--- src/rtl/pipe_irq_ctrl_pkg.sv ---
// Shared constants, CSR addresses and FSM encoding for the pipeline/interrupt sequencer.
package pipe_irq_ctrl_pkg;

    localparam logic [11:0] CSR_MSTATUS = 12'h300;
    localparam logic [11:0] CSR_MIE     = 12'h304;
    localparam logic [11:0] CSR_MTVEC   = 12'h305;
    localparam logic [11:0] CSR_MEPC    = 12'h341;
    localparam logic [11:0] CSR_MCAUSE  = 12'h342;

    // stall vector layout {wb,mem,ex,id,if,pc}
    localparam logic [5:0] STALL_NONE = 6'b000000;
    localparam logic [5:0] STALL_ID   = 6'b000111;
    localparam logic [5:0] STALL_EX   = 6'b001111;
    localparam logic [5:0] STALL_MEM  = 6'b011111;

    localparam logic [31:0] CAUSE_EXT   = 32'h8000_000B;
    localparam logic [31:0] CAUSE_TIMER = 32'h8000_0007;

    localparam int unsigned MSTATUS_MIE  = 3;
    localparam int unsigned MSTATUS_MPIE = 7;
    localparam int unsigned MSTATUS_MPP  = 11;
    localparam int unsigned MIE_MTIE     = 7;
    localparam int unsigned MIE_MEIE     = 11;

    typedef enum logic [2:0] {
        ST_IDLE        = 3'd0,
        ST_DRAIN       = 3'd1,
        ST_SAVE_EPC    = 3'd2,
        ST_SAVE_CAUSE  = 3'd3,
        ST_SAVE_STATUS = 3'd4,
        ST_JUMP        = 3'd5,
        ST_MRET_RST    = 3'd6
    } state_e;

endpackage

--- src/rtl/pipe_irq_ctrl_stall_merge.sv ---
// Priority merge of per-stage stall requests into the shared stall vector.
module pipe_irq_ctrl_stall_merge
    import pipe_irq_ctrl_pkg::*;
(
    input  logic       req_id,
    input  logic       req_ex,
    input  logic       req_mem,
    output logic [5:0] stall_c
);

    always_comb begin
        stall_c = STALL_NONE;
        if (req_mem) begin
            stall_c = STALL_MEM;
        end else if (req_ex) begin
            stall_c = STALL_EX;
        end else if (req_id) begin
            stall_c = STALL_ID;
        end
    end

endmodule

--- src/rtl/pipe_irq_ctrl.sv ---
// Pipeline stall merge plus machine-interrupt entry / mret exit sequencer.
// Optional timer interrupt source enabled by defining PIPE_IRQ_TIMER_EN.
module pipe_irq_ctrl
    import pipe_irq_ctrl_pkg::*;
#(
    parameter int unsigned ADDR_W = 32,
    parameter int unsigned CSR_AW = 12
) (
    input  logic              clk_i,
    input  logic              rst_i,
    input  logic              stallreq_id_i,
    input  logic              stallreq_ex_i,
    input  logic              stallreq_mem_i,
    input  logic              irq_ext_i,
`ifdef PIPE_IRQ_TIMER_EN
    input  logic              irq_timer_i,
`endif
    input  logic [ADDR_W-1:0] mstatus_i,
    input  logic [ADDR_W-1:0] mie_i,
    input  logic [ADDR_W-1:0] mtvec_i,
    input  logic [ADDR_W-1:0] mepc_i,
    input  logic [ADDR_W-1:0] ex_pc_i,
    input  logic              ex_valid_i,
    input  logic              mret_i,
    output logic [5:0]        stall_o,
    output logic              flush_interrupt_o,
    output logic              redirect_o,
    output logic [ADDR_W-1:0] redirect_pc_o,
    output logic              csr_we_o,
    output logic [CSR_AW-1:0] csr_waddr_o,
    output logic [ADDR_W-1:0] csr_wdata_o,
    output logic              irq_ack_o
);

    state_e            state_q, state_d;
    logic [ADDR_W-1:0] epc_q, epc_d;
    logic [ADDR_W-1:0] cause_q, cause_d;

    logic [5:0]        stall_d;
    logic              flush_d, redirect_d, csr_we_d, irq_ack_d;
    logic [ADDR_W-1:0] redirect_pc_d, csr_wdata_d;
    logic [CSR_AW-1:0] csr_waddr_d;

    logic [5:0]        merged_stall_c;
    logic              ext_pending_c, pending_c;
    logic [ADDR_W-1:0] cause_sel_c;
    logic [ADDR_W-1:0] trap_status_c, mret_status_c;
    logic              unused_bits;

    pipe_irq_ctrl_stall_merge u_stall_merge (
        .req_id  (stallreq_id_i),
        .req_ex  (stallreq_ex_i),
        .req_mem (stallreq_mem_i),
        .stall_c (merged_stall_c)
    );

    assign ext_pending_c = mstatus_i[MSTATUS_MIE] & mie_i[MIE_MEIE] & irq_ext_i;

`ifdef PIPE_IRQ_TIMER_EN
    logic tmr_pending_c;
    assign tmr_pending_c = mstatus_i[MSTATUS_MIE] & mie_i[MIE_MTIE] & irq_timer_i;
    assign pending_c     = ext_pending_c | tmr_pending_c;
    assign cause_sel_c   = ext_pending_c ? ADDR_W'(CAUSE_EXT) : ADDR_W'(CAUSE_TIMER);
    assign unused_bits   = ^{mie_i, mtvec_i[1:0], CSR_MIE, CSR_MTVEC};
`else
    assign pending_c     = ext_pending_c;
    assign cause_sel_c   = ADDR_W'(CAUSE_EXT);
    assign unused_bits   = ^{mie_i, mtvec_i[1:0], CSR_MIE, CSR_MTVEC, CAUSE_TIMER, MIE_MTIE};
`endif

    // mstatus images written on trap entry and on mret
    always_comb begin
        trap_status_c                                = mstatus_i;
        trap_status_c[MSTATUS_MPIE]                  = mstatus_i[MSTATUS_MIE];
        trap_status_c[MSTATUS_MIE]                   = 1'b0;
        trap_status_c[MSTATUS_MPP+1:MSTATUS_MPP]     = 2'b11;
        mret_status_c                                = mstatus_i;
        mret_status_c[MSTATUS_MIE]                   = mstatus_i[MSTATUS_MPIE];
        mret_status_c[MSTATUS_MPIE]                  = 1'b1;
    end

    always_ff @(posedge clk_i) begin
        if (!rst_i) begin
            state_q           <= ST_IDLE;
            epc_q             <= '0;
            cause_q           <= '0;
            stall_o           <= '0;
            flush_interrupt_o <= 1'b0;
            redirect_o        <= 1'b0;
            redirect_pc_o     <= '0;
            csr_we_o          <= 1'b0;
            csr_waddr_o       <= '0;
            csr_wdata_o       <= '0;
            irq_ack_o         <= 1'b0;
        end else begin
            state_q           <= state_d;
            epc_q             <= epc_d;
            cause_q           <= cause_d;
            stall_o           <= stall_d;
            flush_interrupt_o <= flush_d;
            redirect_o        <= redirect_d;
            redirect_pc_o     <= redirect_pc_d;
            csr_we_o          <= csr_we_d;
            csr_waddr_o       <= csr_waddr_d;
            csr_wdata_o       <= csr_wdata_d;
            irq_ack_o         <= irq_ack_d;
        end
    end

    // Outputs are decoded for the state being entered, so they line up with it.
    always_comb begin
        state_d       = state_q;
        epc_d         = epc_q;
        cause_d       = cause_q;
        stall_d       = STALL_NONE;
        flush_d       = 1'b0;
        redirect_d    = 1'b0;
        redirect_pc_d = '0;
        csr_we_d      = 1'b0;
        csr_waddr_d   = '0;
        csr_wdata_d   = '0;
        irq_ack_d     = 1'b0;

        case (state_q)
            ST_IDLE: begin
                if (pending_c && ex_valid_i) begin
                    state_d = ST_DRAIN;
                    epc_d   = ex_pc_i;
                    cause_d = cause_sel_c;
                    stall_d = STALL_EX;
                end else if (mret_i) begin
                    state_d     = ST_MRET_RST;
                    stall_d     = STALL_EX;
                    csr_we_d    = 1'b1;
                    csr_waddr_d = CSR_AW'(CSR_MSTATUS);
                    csr_wdata_d = mret_status_c;
                end else begin
                    stall_d = merged_stall_c;
                end
            end
            ST_DRAIN: begin
                stall_d = STALL_EX;
                if (!stallreq_mem_i) begin
                    state_d     = ST_SAVE_EPC;
                    flush_d     = 1'b1;
                    csr_we_d    = 1'b1;
                    csr_waddr_d = CSR_AW'(CSR_MEPC);
                    csr_wdata_d = epc_q;
                end
            end
            ST_SAVE_EPC: begin
                state_d     = ST_SAVE_CAUSE;
                stall_d     = STALL_EX;
                csr_we_d    = 1'b1;
                csr_waddr_d = CSR_AW'(CSR_MCAUSE);
                csr_wdata_d = cause_q;
            end
            ST_SAVE_CAUSE: begin
                state_d     = ST_SAVE_STATUS;
                stall_d     = STALL_EX;
                csr_we_d    = 1'b1;
                csr_waddr_d = CSR_AW'(CSR_MSTATUS);
                csr_wdata_d = trap_status_c;
                irq_ack_d   = 1'b1;
            end
            ST_SAVE_STATUS: begin
                state_d       = ST_JUMP;
                flush_d       = 1'b1;
                redirect_d    = 1'b1;
                redirect_pc_d = {mtvec_i[ADDR_W-1:2], 2'b00};
            end
            ST_MRET_RST: begin
                state_d       = ST_JUMP;
                flush_d       = 1'b1;
                redirect_d    = 1'b1;
                redirect_pc_d = mepc_i;
            end
            ST_JUMP: begin
                state_d = ST_IDLE;
            end
            default: begin
                state_d = ST_IDLE;
            end
        endcase
    end

endmodule

--- config.mk ---
export PLATFORM = sky130hd
export DESIGN_NAME = pipe_irq_ctrl
export DESIGN_NICKNAME = d
export VERILOG_FILES = /design/src/rtl/pipe_irq_ctrl_pkg.sv /design/src/rtl/pipe_irq_ctrl_stall_merge.sv /design/src/rtl/pipe_irq_ctrl.sv
export SDC_FILE = /design/constraint.sdc
export NUM_CORES = 1
export LEC_CHECK = 0
export ABC_AREA = 0
export CORE_MARGIN = 4
export CORE_UTILIZATION = 39
export CTS_CLUSTER_SIZE = 40
export DETAILED_ROUTE_END_ITERATION = 6
export GPL_TIMING_DRIVEN = 0
export PLACE_DENSITY = 0.91
export SLEW_MARGIN = 20
export SYNTH_ARGS = -nofsm -noshare
export SYNTH_HDL_FRONTEND = slang
export SYNTH_SLANG_ARGS = --single-unit
--- constraint.sdc ---
create_clock -name clk_i -period 3.72 [get_ports clk_i]
set_input_delay 0.558 -clock clk_i [delete_from_list [all_inputs] [get_ports clk_i]]
set_output_delay 0.558 -clock clk_i [all_outputs]
set_load 0.02 [all_outputs]
==> summary.txt <==
Post-synth EDFFs -> 0
crit path buf inv count -> 2
Mapped Area -> 0.00395 mm2
CP Launch Type -> flop
CTS tree -> yes
RSZ-0062 raised after global routing -> no
worst vdd ir -> 223 uV
post-cts sizing count -> 0
Worst Setup End Kind -> output pin
Setup Fix Bufs, Post-CTS -> 0
Synth Flop Type -> dfxtp_1
H-tree depth -> 3
IO Count -> 254
largest family of logic cells by synthesized area -> compound AO/OA/AOI/OAI gates
antenna violations before repair -> 0
status -> finished clean
Crit path max-delay family -> buffers and inverters
die height -> 109 um
pre-CTS setup slack -> 1.34 ns
RePlAce Congestion -> 0.860
DRC -> 0
via count -> 3975
CP Data Required Time -> 3.16 ns
clk sinks -> 111
Worst EP arrival -> 1.45 ns
worst path cell trace -> buf_4 > clkdlybuf4s50_1
TritonCTS buffer count -> 9
Synth Area in XOR/XNOR -> 0
post-synth cell types -> 39
vias in the first global route -> 4050
Seq cells post-synth -> 111
syn_area_per_cell -> 9.59 um2
Worst-path clk slew -> 0.11 ns
Post-Synthesis Cells -> 412
overall die area -> 0.0118 mm2
Setup TNS -> 0 ns
Slew headroom -> 0.619
Slowest-stage cell, CP -> clkdlybuf4s50_1
initial DRC count -> 254
Crit path largest cell delay -> 0.60 ns
Pwr Density -> 445 mW/mm2
fmax -> 498 MHz
ANT cells -> 0
fraction of the mapped netlist area in simple logic gates -> 0.132
global-route wire length before repair -> 20500 um
FFs w/ async S/R, synth -> 0
Area Overhead vs Synth -> 63.7%
Yosys Warn Count -> 0
Slew @ Worst Pin -> 0.571 ns
Root Driver -> clkbuf_8
Clock Path Buffers -> 2
gr ovfl total -> 0
Compound-Gate Fraction of Synth Area -> 0.236
GRT Total Usage -> 0.227
Initial Utilization -> 0.403
mux share of post-synthesis cell area -> 0
Final setup violation count -> 0
Detail Route Antenna Nets -> 0
die width -> 109 um
pins over their slew limit -> 0
Leakage -> 0.00237 uW
crit share post-route -> 0.540
Fin. Hold Viols -> 0
drt pass-1 iters -> 4
hold slack -> 0.465 ns
Post-DP HPWL -> 11300 um
type of the worst setup path -> reg2out
Final WS setup -> 1.71 ns
Min-Delay Path Class -> reg2reg
Final nets -> 810
# fillers -> 762
pin count of the biggest net entering global routing -> 20
Min Clock Period, post-route -> 2.01 ns
worst-path fanout max -> 3
layout cell share with drive strength beyond 1 -> 0.0866
Detailed Route WL -> 13900 um
hold buffers post-CTS -> 0
core area -> 0.00982 mm2
Max-Cap Viols -> 0
# port buffers -> 212
Worst-Skew Late Latency -> 0.37 ns
WL/cell -> 17.9 um
Synth Area in Adders -> 0
vias per cell -> 5.10
post-synthesis sequential area ratio -> 0.562
row count -> 36
clk_skew -> 0.0116 ns
==> metrics by stage <==
stage / cell area, um2 / power (uW) / std cells / utilization
finish: 6470 / 2880 / 780 / 0.659
CTS: 6470 / 2890 / 780 / 0.659
floorplan: 3980 / 1760 / 419 / -
detailed placement: 6270 / 2160 / 764 / 0.638
global route: 6470 / 3010 / 780 / 0.659
global placement: 6270 / 2140 / 764 / 0.638
==> area by class of cell <==
type | count | area (um2) | share of cell area
plain buffers | 48 | 251 | 0.0389
clock buffers | 9 | 124 | 0.0191
clock inverters | 7 | 78.8 | 0.0122
inverters | 5 | 18.8 | 0.00290
multi-input cells | 255 | 1490 | 0.230
flip-flops and latches | 111 | 2220 | 0.343
well taps | 133 | 166 | 0.0257
repair buffers | 212 | 2120 | 0.328
==> metal layers <==
metal,up-vias,global-route usage,part of all wire
met5,-,0,0
met4,0,0.101,0.030
met3,26,0.0734,0.11
met2,196,0.409,0.50
met1,1823,0.240,0.37
li1,1930,-,-
==> cell usage in the layout, fill, tap and decap left out, types with 2 or more instances in the layout <==
master           count
a21oi_1             40
a22o_1              25
a22oi_1             30
a31oi_1              2
and3_1               3
and4_1               2
buf_1                2
buf_2               21
buf_4               12
clkbuf_1            13
clkbuf_8             9
clkdlybuf4s50_1    212
clkinvlp_4           2
conb_1               8
dfxtp_1            111
inv_1                2
inv_2                3
inv_6                2
nand2_1              3
nand3_1             36
nand4_1              4
nor2_1              36
nor2b_1              5
nor3_1               3
o21ai_0              6
o21ai_1             33
o2bb2ai_1            3
==> final timing paths <==
| check | startpoint | to | slack (ns) | cells past startpoint |
|---|---|---|---|---|
| setup / recovery | stall_o[2] | stall_o[1] | 1.71 | 2 |
| hold / removal | epc_q[31] | csr_wdata_o[31] | 0.47 | 1 |
| setup reg to reg | state_q[1] | csr_wdata_o[8] | 2.12 | 4 |
| hold reg to reg | epc_q[31] | csr_wdata_o[31] | 0.47 | 1 |
==> cells by family after synthesis <==
group | Yosys count
compound gates | 145
flops | 111
simple gates | 102
buf+inv | 53
other cells | 1
==> power by group <==
part | leakage, uW | internal (uW) | total (uW) | switching [uW]
sequential | 0.000900 | 1270 | 1310 | 40.3
clock | 0.0000982 | 320 | 743 | 423
combinational | 0.00137 | 381 | 830 | 449
total | 0.00237 | 1970 | 2880 | 912
==> sequential cells by signal, indices dropped and copies added, names as in the netlist <==
signal,flops
stall_o,3
redirect_pc_o,32
epc_q,32
csr_we_o,1
irq_ack_o,1
cause_q,1
redirect_o,1
csr_waddr_o,4
csr_wdata_o,32
state_q,3
flush_interrupt_o,1
==> cell usage after synthesis, types with 2 or more instances <==
library cell / number / area share
and3_1: 3 / 0.0047
buf_1: 2 / 0.0019
nor2_1: 36 / 0.034
a22oi_1: 30 / 0.057
o21ai_0: 6 / 0.0076
a21oi_1: 40 / 0.051
inv_2: 3 / 0.0028
nand4_1: 4 / 0.0063
o2bb2ai_1: 3 / 0.0066
clkbuf_1: 13 / 0.012
o21ai_1: 33 / 0.042
and4_1: 2 / 0.0044
nand3_1: 36 / 0.046
buf_2: 21 / 0.027
inv_1: 2 / 0.0019
dfxtp_1: 111 / 0.56
a22o_1: 25 / 0.055
buf_4: 12 / 0.023
a31oi_1: 2 / 0.0032
nand2_1: 3 / 0.0028
nor2b_1: 5 / 0.0079
nor3_1: 3 / 0.0038
(Power assumes the default switching activity.)
